### src/rtl/spinner_pkg.sv
// Shared types and width helpers for the multi-channel spinner.
package spinner_pkg;

  // Acceleration state, derived from the accel counter of a channel.
  typedef enum logic [1:0] {
    ST_IDLE   = 2'd0,
    ST_RAMP   = 2'd1,
    ST_CRUISE = 2'd2
  } accel_state_e;

  // Direction of the last single-direction button press.
  typedef enum logic [1:0] {
    DIR_NONE = 2'd0,
    DIR_UP   = 2'd1,
    DIR_DOWN = 2'd2
  } dir_e;

  // Accumulator width: output bits plus fractional bits below them.
  function automatic int acc_width(input int out_w, input int frac_w);
    return out_w + frac_w;
  endfunction

  // Signed width for delta and sum arithmetic. It must hold the accumulator
  // with two bits of headroom, and also the largest spinner product
  // (8-bit signed delta times the multiplier), plus one guard bit.
  function automatic int sum_width(input int acc_w, input int inc_spinner);
    int spin_w;
    spin_w = 9 + $clog2(inc_spinner + 1);
    return ((acc_w + 2 > spin_w) ? acc_w + 2 : spin_w) + 1;
  endfunction

endpackage

### src/rtl/spinner_chan.sv
// One spinner channel: button/accel handling, spinner delta, accumulator.
//
// Handshake note: there is no valid/ready flow here. strobe_edge is a
// single-cycle qualifier from the top level; spin_in[8] toggling marks a new
// spinner sample. Both are consumed in the cycle they occur and the result is
// registered at the next rising edge.
module spinner_chan
  import spinner_pkg::*;
#(
  parameter int OUT_W       = 8,
  parameter int FRAC_W      = 2,
  parameter int INC_NORMAL  = 20,
  parameter int INC_FAST    = 27,
  parameter int INC_SPINNER = 20,
  parameter int ACCEL_STEP  = 2,
  parameter int ACCEL_MAX   = 8,
  parameter int CLAMP       = 0,
  localparam int ACC_W      = acc_width(OUT_W, FRAC_W)
) (
  input  logic             clk,
  input  logic             rst_n,
  input  logic             strobe_edge,
  input  logic             minus,
  input  logic             plus,
  input  logic             fast,
  input  logic [8:0]       spin_in,
  output logic [ACC_W-1:0] acc_o,
  output logic             moving_o,
  output accel_state_e     state_o
);

  localparam int SUM_W   = sum_width(ACC_W, INC_SPINNER);
  localparam int ACCEL_W = (ACCEL_MAX < 1) ? 1 : $clog2(ACCEL_MAX + 1);

  localparam logic signed [SUM_W-1:0] NORMAL_S = SUM_W'(INC_NORMAL);
  localparam logic signed [SUM_W-1:0] FAST_S   = SUM_W'(INC_FAST);
  localparam logic signed [SUM_W-1:0] SPIN_S   = SUM_W'(INC_SPINNER);
  localparam logic signed [SUM_W-1:0] STEP_S   = SUM_W'(ACCEL_STEP);
  localparam logic signed [SUM_W-1:0] AMAX_S   = SUM_W'(ACCEL_MAX);
  localparam logic signed [SUM_W-1:0] ACCMAX_S = SUM_W'((1 << ACC_W) - 1);
  localparam logic [ACCEL_W-1:0]      AMAX_A   = ACCEL_W'(ACCEL_MAX);

  logic [ACC_W-1:0]   acc_q, acc_d;
  logic [ACCEL_W-1:0] accel_q, accel_d;
  dir_e               dir_q, dir_d;
  accel_state_e       state_q, state_d;
  logic               sp_r_q, sp_r_d;
  logic               moving_q, moving_d;

  logic                    press_up, press_dn;
  dir_e                    new_dir;
  logic [ACCEL_W-1:0]      accel_use;
  logic signed [SUM_W-1:0] accel_next;
  logic signed [SUM_W-1:0] mag;
  logic signed [SUM_W-1:0] btn_delta;
  logic signed [SUM_W-1:0] spin_ext;
  logic signed [SUM_W-1:0] spin_delta;
  logic signed [SUM_W-1:0] sum;

  // Button delta and acceleration bookkeeping on a strobe edge.
  always_comb begin
    press_up   = plus & ~minus;
    press_dn   = minus & ~plus;
    new_dir    = press_up ? DIR_UP : DIR_DOWN;
    accel_use  = '0;
    accel_next = '0;
    mag        = '0;
    btn_delta  = '0;
    accel_d    = accel_q;
    dir_d      = dir_q;
    if (strobe_edge) begin
      if (press_up || press_dn) begin
        // A fresh press or a continued press uses the current accel and
        // advances it; a reversal restarts from zero for this edge.
        if (dir_q == DIR_NONE || dir_q == new_dir) begin
          accel_use  = accel_q;
          accel_next = $signed({{(SUM_W-ACCEL_W){1'b0}}, accel_q}) + STEP_S;
          accel_d    = (accel_next >= AMAX_S) ? AMAX_A : accel_next[ACCEL_W-1:0];
        end else begin
          accel_use = '0;
          accel_d   = '0;
        end
        dir_d     = new_dir;
        mag       = (fast ? FAST_S : NORMAL_S)
                  + $signed({{(SUM_W-ACCEL_W){1'b0}}, accel_use});
        btn_delta = press_up ? mag : -mag;
      end else begin
        // Release or both buttons: drop back to idle.
        accel_d = '0;
        dir_d   = DIR_NONE;
      end
    end
  end

  // Spinner delta, summed with the button delta and wrapped or saturated.
  always_comb begin
    sp_r_d     = spin_in[8];
    spin_ext   = {{(SUM_W-8){spin_in[7]}}, spin_in[7:0]};
    spin_delta = (spin_in[8] ^ sp_r_q) ? spin_ext * SPIN_S : '0;
    sum        = $signed({{(SUM_W-ACC_W){1'b0}}, acc_q}) + btn_delta + spin_delta;
    acc_d      = sum[ACC_W-1:0];
    if (CLAMP != 0) begin
      if (sum < 0) begin
        acc_d = '0;
      end else if (sum > ACCMAX_S) begin
        acc_d = '1;
      end
    end
    moving_d = (acc_d != acc_q);
  end

  // Accel state follows the accel counter value after this edge.
  always_comb begin
    state_d = ST_RAMP;
    if (accel_d == '0) begin
      state_d = ST_IDLE;
    end else if (accel_d == AMAX_A) begin
      state_d = ST_CRUISE;
    end
  end

  // Channel state registers.
  always_ff @(posedge clk or negedge rst_n) begin
    if (!rst_n) begin
      acc_q    <= '0;
      accel_q  <= '0;
      dir_q    <= DIR_NONE;
      state_q  <= ST_IDLE;
      sp_r_q   <= 1'b0;
      moving_q <= 1'b0;
    end else begin
      acc_q    <= acc_d;
      accel_q  <= accel_d;
      dir_q    <= dir_d;
      state_q  <= state_d;
      sp_r_q   <= sp_r_d;
      moving_q <= moving_d;
    end
  end

  assign acc_o    = acc_q;
  assign moving_o = moving_q;
  assign state_o  = state_q;

endmodule

### src/rtl/spinner_multi.sv
// Multi-channel spinner: shared strobe edge detect plus independent channels.
module spinner_multi
  import spinner_pkg::*;
#(
  parameter int CHANNELS    = 2,
  parameter int OUT_W       = 8,
  parameter int FRAC_W      = 2,
  parameter int INC_NORMAL  = 20,
  parameter int INC_FAST    = 27,
  parameter int INC_SPINNER = 20,
  parameter int ACCEL_STEP  = 2,
  parameter int ACCEL_MAX   = 8,
  parameter int CLAMP       = 0,
  localparam int ACC_W      = acc_width(OUT_W, FRAC_W)
) (
  input  logic                      clk,
  input  logic                      reset_n,
  input  logic                      strobe,
  input  logic [CHANNELS-1:0]       minus,
  input  logic [CHANNELS-1:0]       plus,
  input  logic [CHANNELS-1:0]       fast,
  input  logic [9*CHANNELS-1:0]     spin_in,
  output logic [OUT_W*CHANNELS-1:0] spin_out,
  output logic [CHANNELS-1:0]       moving,
  output logic [ACC_W*CHANNELS-1:0] dbg_acc,
  output logic [2*CHANNELS-1:0]     dbg_state
);

  logic strobe_r_q, strobe_r_d;
  logic strobe_edge;

  // Rising-edge detect of the shared strobe.
  always_comb begin
    strobe_r_d  = strobe;
    strobe_edge = strobe & ~strobe_r_q;
  end

  // Strobe history register.
  always_ff @(posedge clk or negedge reset_n) begin
    if (!reset_n) begin
      strobe_r_q <= 1'b0;
    end else begin
      strobe_r_q <= strobe_r_d;
    end
  end

  for (genvar g = 0; g < CHANNELS; g++) begin : g_chan
    logic [ACC_W-1:0] acc;
    accel_state_e     st;

    spinner_chan #(
      .OUT_W      (OUT_W),
      .FRAC_W     (FRAC_W),
      .INC_NORMAL (INC_NORMAL),
      .INC_FAST   (INC_FAST),
      .INC_SPINNER(INC_SPINNER),
      .ACCEL_STEP (ACCEL_STEP),
      .ACCEL_MAX  (ACCEL_MAX),
      .CLAMP      (CLAMP)
    ) u_chan (
      .clk        (clk),
      .rst_n      (reset_n),
      .strobe_edge(strobe_edge),
      .minus      (minus[g]),
      .plus       (plus[g]),
      .fast       (fast[g]),
      .spin_in    (spin_in[9*g +: 9]),
      .acc_o      (acc),
      .moving_o   (moving[g]),
      .state_o    (st)
    );

    assign spin_out[OUT_W*g +: OUT_W]  = acc[ACC_W-1:FRAC_W];
    assign dbg_acc[ACC_W*g +: ACC_W]   = acc;
    assign dbg_state[2*g +: 2]         = st;
  end

endmodule
### config.mk
export PLATFORM = sky130hd
export DESIGN_NAME = spinner_multi
export DESIGN_NICKNAME = d
export VERILOG_FILES = /design/src/rtl/spinner_pkg.sv /design/src/rtl/spinner_chan.sv /design/src/rtl/spinner_multi.sv
export SDC_FILE = /design/constraint.sdc
export NUM_CORES = 1
export LEC_CHECK = 0
export ABC_AREA = 0
export CAP_MARGIN = 20
export CELL_PAD_IN_SITES_DETAIL_PLACEMENT = 0
export CELL_PAD_IN_SITES_GLOBAL_PLACEMENT = 1
export CORE_MARGIN = 8
export CORE_UTILIZATION = 42
export DETAILED_ROUTE_END_ITERATION = 8
export GPL_TIMING_DRIVEN = 0
export PLACE_DENSITY_LB_ADDON = 0.1
export SYNTH_ARGS = -nofsm -noshare
export SYNTH_HDL_FRONTEND = slang
export SYNTH_SLANG_ARGS = --single-unit
### constraint.sdc
create_clock -name clk -period 6.8 [get_ports clk]
set_input_delay 0.68 -clock clk [delete_from_list [all_inputs] [get_ports clk]]
set_output_delay 0.68 -clock clk [all_outputs]
set_load 0.005 [all_outputs]
==> impl_metrics.py <==
metrics = {
    "power": {
        "p_seq_share_pct": 22.0,
        "p_leak_nw": 2.52,
        "intPower_w": 0.00114,
        "switching_share_pct": 40.7,
        "power_density_nw_per_um2": 367,
        "comb_power_share_pct": 68.8,
        "ir_drop_mv": 0.228,
        "p_sw_w": 0.000786,
        "power.total_w": 0.00193,
        "clkPwrFrac_pct": 9.1,
    },
    "global_routing": {
        "grt_pass1_vias": 3495,
        "grt_use_total_pct": 14.9,
        "antenna_found_initial": 0,
        "top_usage_layer": "met2",
        "grt_util_met3_pct": 2.98,
        "grt_use_met1_pct": 18.5,
        "grt_max_degree": 24,
        "gr-usage-met2_pct": 25.8,
        "gr-total-overflow": 0,
        "grt_pass1_wl_um": 16300,
    },
    "floorplan": {
        "die_area_sq_um": 13700,
        "fp.dieW_um": 117,
        "core-area_sq_um": 10100,
        "die_h_um": 117,
        "start_util_pct": 42.5,
        "rows": 37,
        "io_pins": 69,
    },
    "cts": {
        "clock_sinks": 41,
        "cts_inserted_buffers": 5,
        "root_buffer": "clkbuf_8",
        "cts_tree": "built",
        "cts_max_level": 2,
        "clkSlewWorstSetupHoldPaths_ns": 0.09,
        "cts-hold-fix-buffers": 0,
        "cts_setup_buffers": 0,
        "cts_buffer_depth": 2,
        "clock_latency_ns": 0.30,
    },
    "sta": {
        "setup_viol": 0,
        "finClkSkew_ns": 0.00720,
        "worstMarginPinSlew_ns": 0.822,
        "fin_crit_sh_pct": 92.6,
        "maxSlewViolCount": 0,
        "slew_headroom_pct": 45.1,
        "hold_viol": 0,
        "holdWs_ns": 0.328,
        "fmax_mhz": 159,
        "finalCriticalPeriod_ns": 6.30,
        "rsz0062_at_grt": "no",
        "fin_tns_setup_ns": 0,
    },
    "drt": {
        "postRouteAntennaNets": 0,
        "drcViolationCount": 0,
        "viasPerCell": 4.92,
        "first_pass_iters": 4,
        "vias": 3405,
        "drt-initial-drc-count": 99,
        "totalWireLength_um": 9520,
        "wl_per_cell_um": 13.8,
    },
    "run_status": {
        "status": "complete, no violations",
    },
    "final_layout": {
        "nFillCells": 968,
        "syn_to_final_growth_pct": 22.3,
        "layout.nets": 660,
        "diodes": 0,
        "drive_above_1_share_pct": 5.94,
        "stdcell_area_sq_um": 5270,
        "final_core_util_pct": 51.9,
    },
    "setup_path": {
        "cp-startpoint": "minus[0]",
        "required_ns": 6.97,
        "startpoint_type": "input pin",
        "rr_startpoint": "g_chan[0].u_chan.dir_q[1]",
        "cp-end-kind": "register",
        "arrival_ns": 6.47,
        "path_max_fanout": 9,
        "criticalPathCategory": "input pin to register",
    },
    "logic_synthesis": {
        "synth_edf_count": 0,
        "ys_seq_area_share_pct": 23.8,
        "ys.warnings.count": 0,
        "syn-num-nets": 585,
        "synth-seq-cells": 41,
        "synth_top_area_share_pct": 23.8,
        "syn_area_sq_um": 4300,
        "yosys-top-cells-area": "dfrtp_1, ha_1, fa_1",
        "yosysUniqueCellTypes": 44,
        "synth_top_area_cell": "dfrtp_1",
        "syn_area_per_cell_sq_um": 8.97,
        "synthArstFlopShare_pct": 100,
        "synthCells": 480,
        "synth-main-ff-cell": "dfrtp_1",
    },
    "run": {
        "maxCapViolCount": 0,
    },
    "hold_path": {
        "hold_path.class": "input pin to async pin",
    },
    "place": {
        "io_buffers": 68,
        "place_area_sq_um": 5170,
        "hpwl_um": 7960,
        "routabilityCongestion": 0.783,
    },
}
-- state kept, by name, indices dropped and copies added (netlist names) --
register and flops:
g_chan.u_chan.acc_o 20, g_chan.u_chan.accel_q 8, g_chan.u_chan.dir_q 4, g_chan.u_chan.state_o 4, g_chan.u_chan.moving_o 2, g_chan.u_chan.sp_r_q 2, strobe_r_q 1
-- Yosys cell counts (all sizes together), types with 2 or more instances --
cell / number
nand2b: 6
fa: 20
nor4: 2
o21bai: 2
dfrtp: 41
a211oi: 5
buf: 18
nor2b: 8
and3: 4
a21o: 11
inv: 56
o21a: 4
o31ai: 4
o21ai: 15
nand4: 4
xnor3: 3
nor2: 41
o31a: 2
and2: 11
clkbuf: 7
a31oi: 5
xor2: 14
nor3: 11
nand2: 40
or2: 4
or4: 3
a22o: 3
mux2i: 8
a21oi: 18
o211ai: 2
ha: 58
xnor2: 39
or3: 2
-- placed cells by master, fill, tap and decap left out, types with 4 or more instances in the layout --
master            n
nand2b_1          6
nand4_1           4
o21ai_0          15
a211oi_1          5
nor2b_1           7
o31ai_1           4
a21oi_1          18
clkbuf_1          6
inv_1            56
a21o_1           11
xor2_1           14
o21a_1            4
and2_1           11
nor2_1           41
clkbuf_8          6
and3_1            4
nand2_1          40
buf_4            18
clkdlybuf4s50_1  67
xnor2_1          39
a31oi_1           5
dfrtp_1          41
mux2i_1           8
ha_1             57
fa_1             20
nor3_1           11
-- stage by stage --
| stage | worst slack [ns] | std cells |
|---|---|---|
| detailed placement | -0.0450 | 685 |
| global route | 0.0617 | 692 |
| CTS | 0.245 | 693 |
| floorplan | 1.09 | 480 |
| global placement | -0.0308 | 684 |
| finish | 0.503 | 692 |
-- path summary, 6_finish.rpt --
check / endpoint / cells after the start / slack (ns)
setup / recovery: g_chan[0].u_chan.moving_o / 23 / 0.50
hold / removal: g_chan[1].u_chan.accel_q[1] / 1 / 0.33
setup reg to reg: g_chan[0].u_chan.moving_o / 20 / 1.39
hold reg to reg: g_chan[0].u_chan.dir_q[0] / 2 / 0.49
max in group asynchronous: g_chan[0].u_chan.sp_r_q / 2 / 5.97
min in group clk: g_chan[0].u_chan.dir_q[0] / 2 / 0.49
-- layer usage --
layer  routed length [um]  part of all wire, %  vias up
li1                     -                    -     1742
met2                 4630                   49       69
met1                 4280                   45     1587
met4                   83                 0.87        0
met3                  537                  5.6        7
met5                    0                    0        -
-- worst max-delay path, stage by stage --
cell	delay [ns]
clkdlybuf4s50_1	0.42
inv_1	0.09
ha_2	0.31
mux2i_1	0.37
and2_1	0.18
ha_1	0.15
inv_1	0.05
fa_1	0.39
xor2_1	0.34
nand3_1	0.15
a211oi_1	0.30
mux2i_1	0.22
nor2_1	0.05
o21ai_0	0.27
fa_1	0.47
inv_1	0.07
ha_1	0.26
o21a_1	0.12
o31a_1	0.15
or2_0	0.23
a31oi_1	0.18
xnor3_1	0.44
or4_1	0.53
-- layout make-up --
type | instances | area (sq um) | share of cell area (%)
clock inverters | 2 | 13.8 | 0.261
repair buffers | 69 | 696 | 13.2
clock buffers | 6 | 82.6 | 1.57
well taps | 136 | 170 | 3.23
plain buffers | 24 | 158 | 2.99
flip-flops and latches | 41 | 1030 | 19.5
inverters | 56 | 210 | 3.99
multi-input cells | 358 | 2910 | 55.3
-- timing repair --
action                                  in CTS  in global routing
endpoints found under the setup margin       0                  1
resized for setup                            0                  1
hold endpoints to repair                     0                  0
-- cell families (layout without fill, tap and decap cells) --
group | after synthesis | in the layout | share of synthesized area (%)
fa+ha+maj | 78 | 78 | 26.2
flops | 41 | 41 | 23.8
mux | 8 | 8 | 1.86
buf+inv | 81 | 157 | 8.63
compound gates | 76 | 76 | 11.4
simple gates | 140 | 140 | 15.7
xor+xnor | 56 | 56 | 12.4
-- power by group through the flow --
stage / registers (W) / clock network [W] / logic (W)
2_1_floorplan: 0.000415 / 0 / 0.000912
3_3_place_gp: 0.000431 / 0 / 0.00132
3_5_place_dp: 0.000433 / 0 / 0.00133
4_1_cts: 0.000429 / 0.000186 / 0.00135
5_1_grt: 0.000442 / 0.000195 / 0.00150
6_report: 0.000426 / 0.000176 / 0.00133
Power figures use the tool's default switching activity.
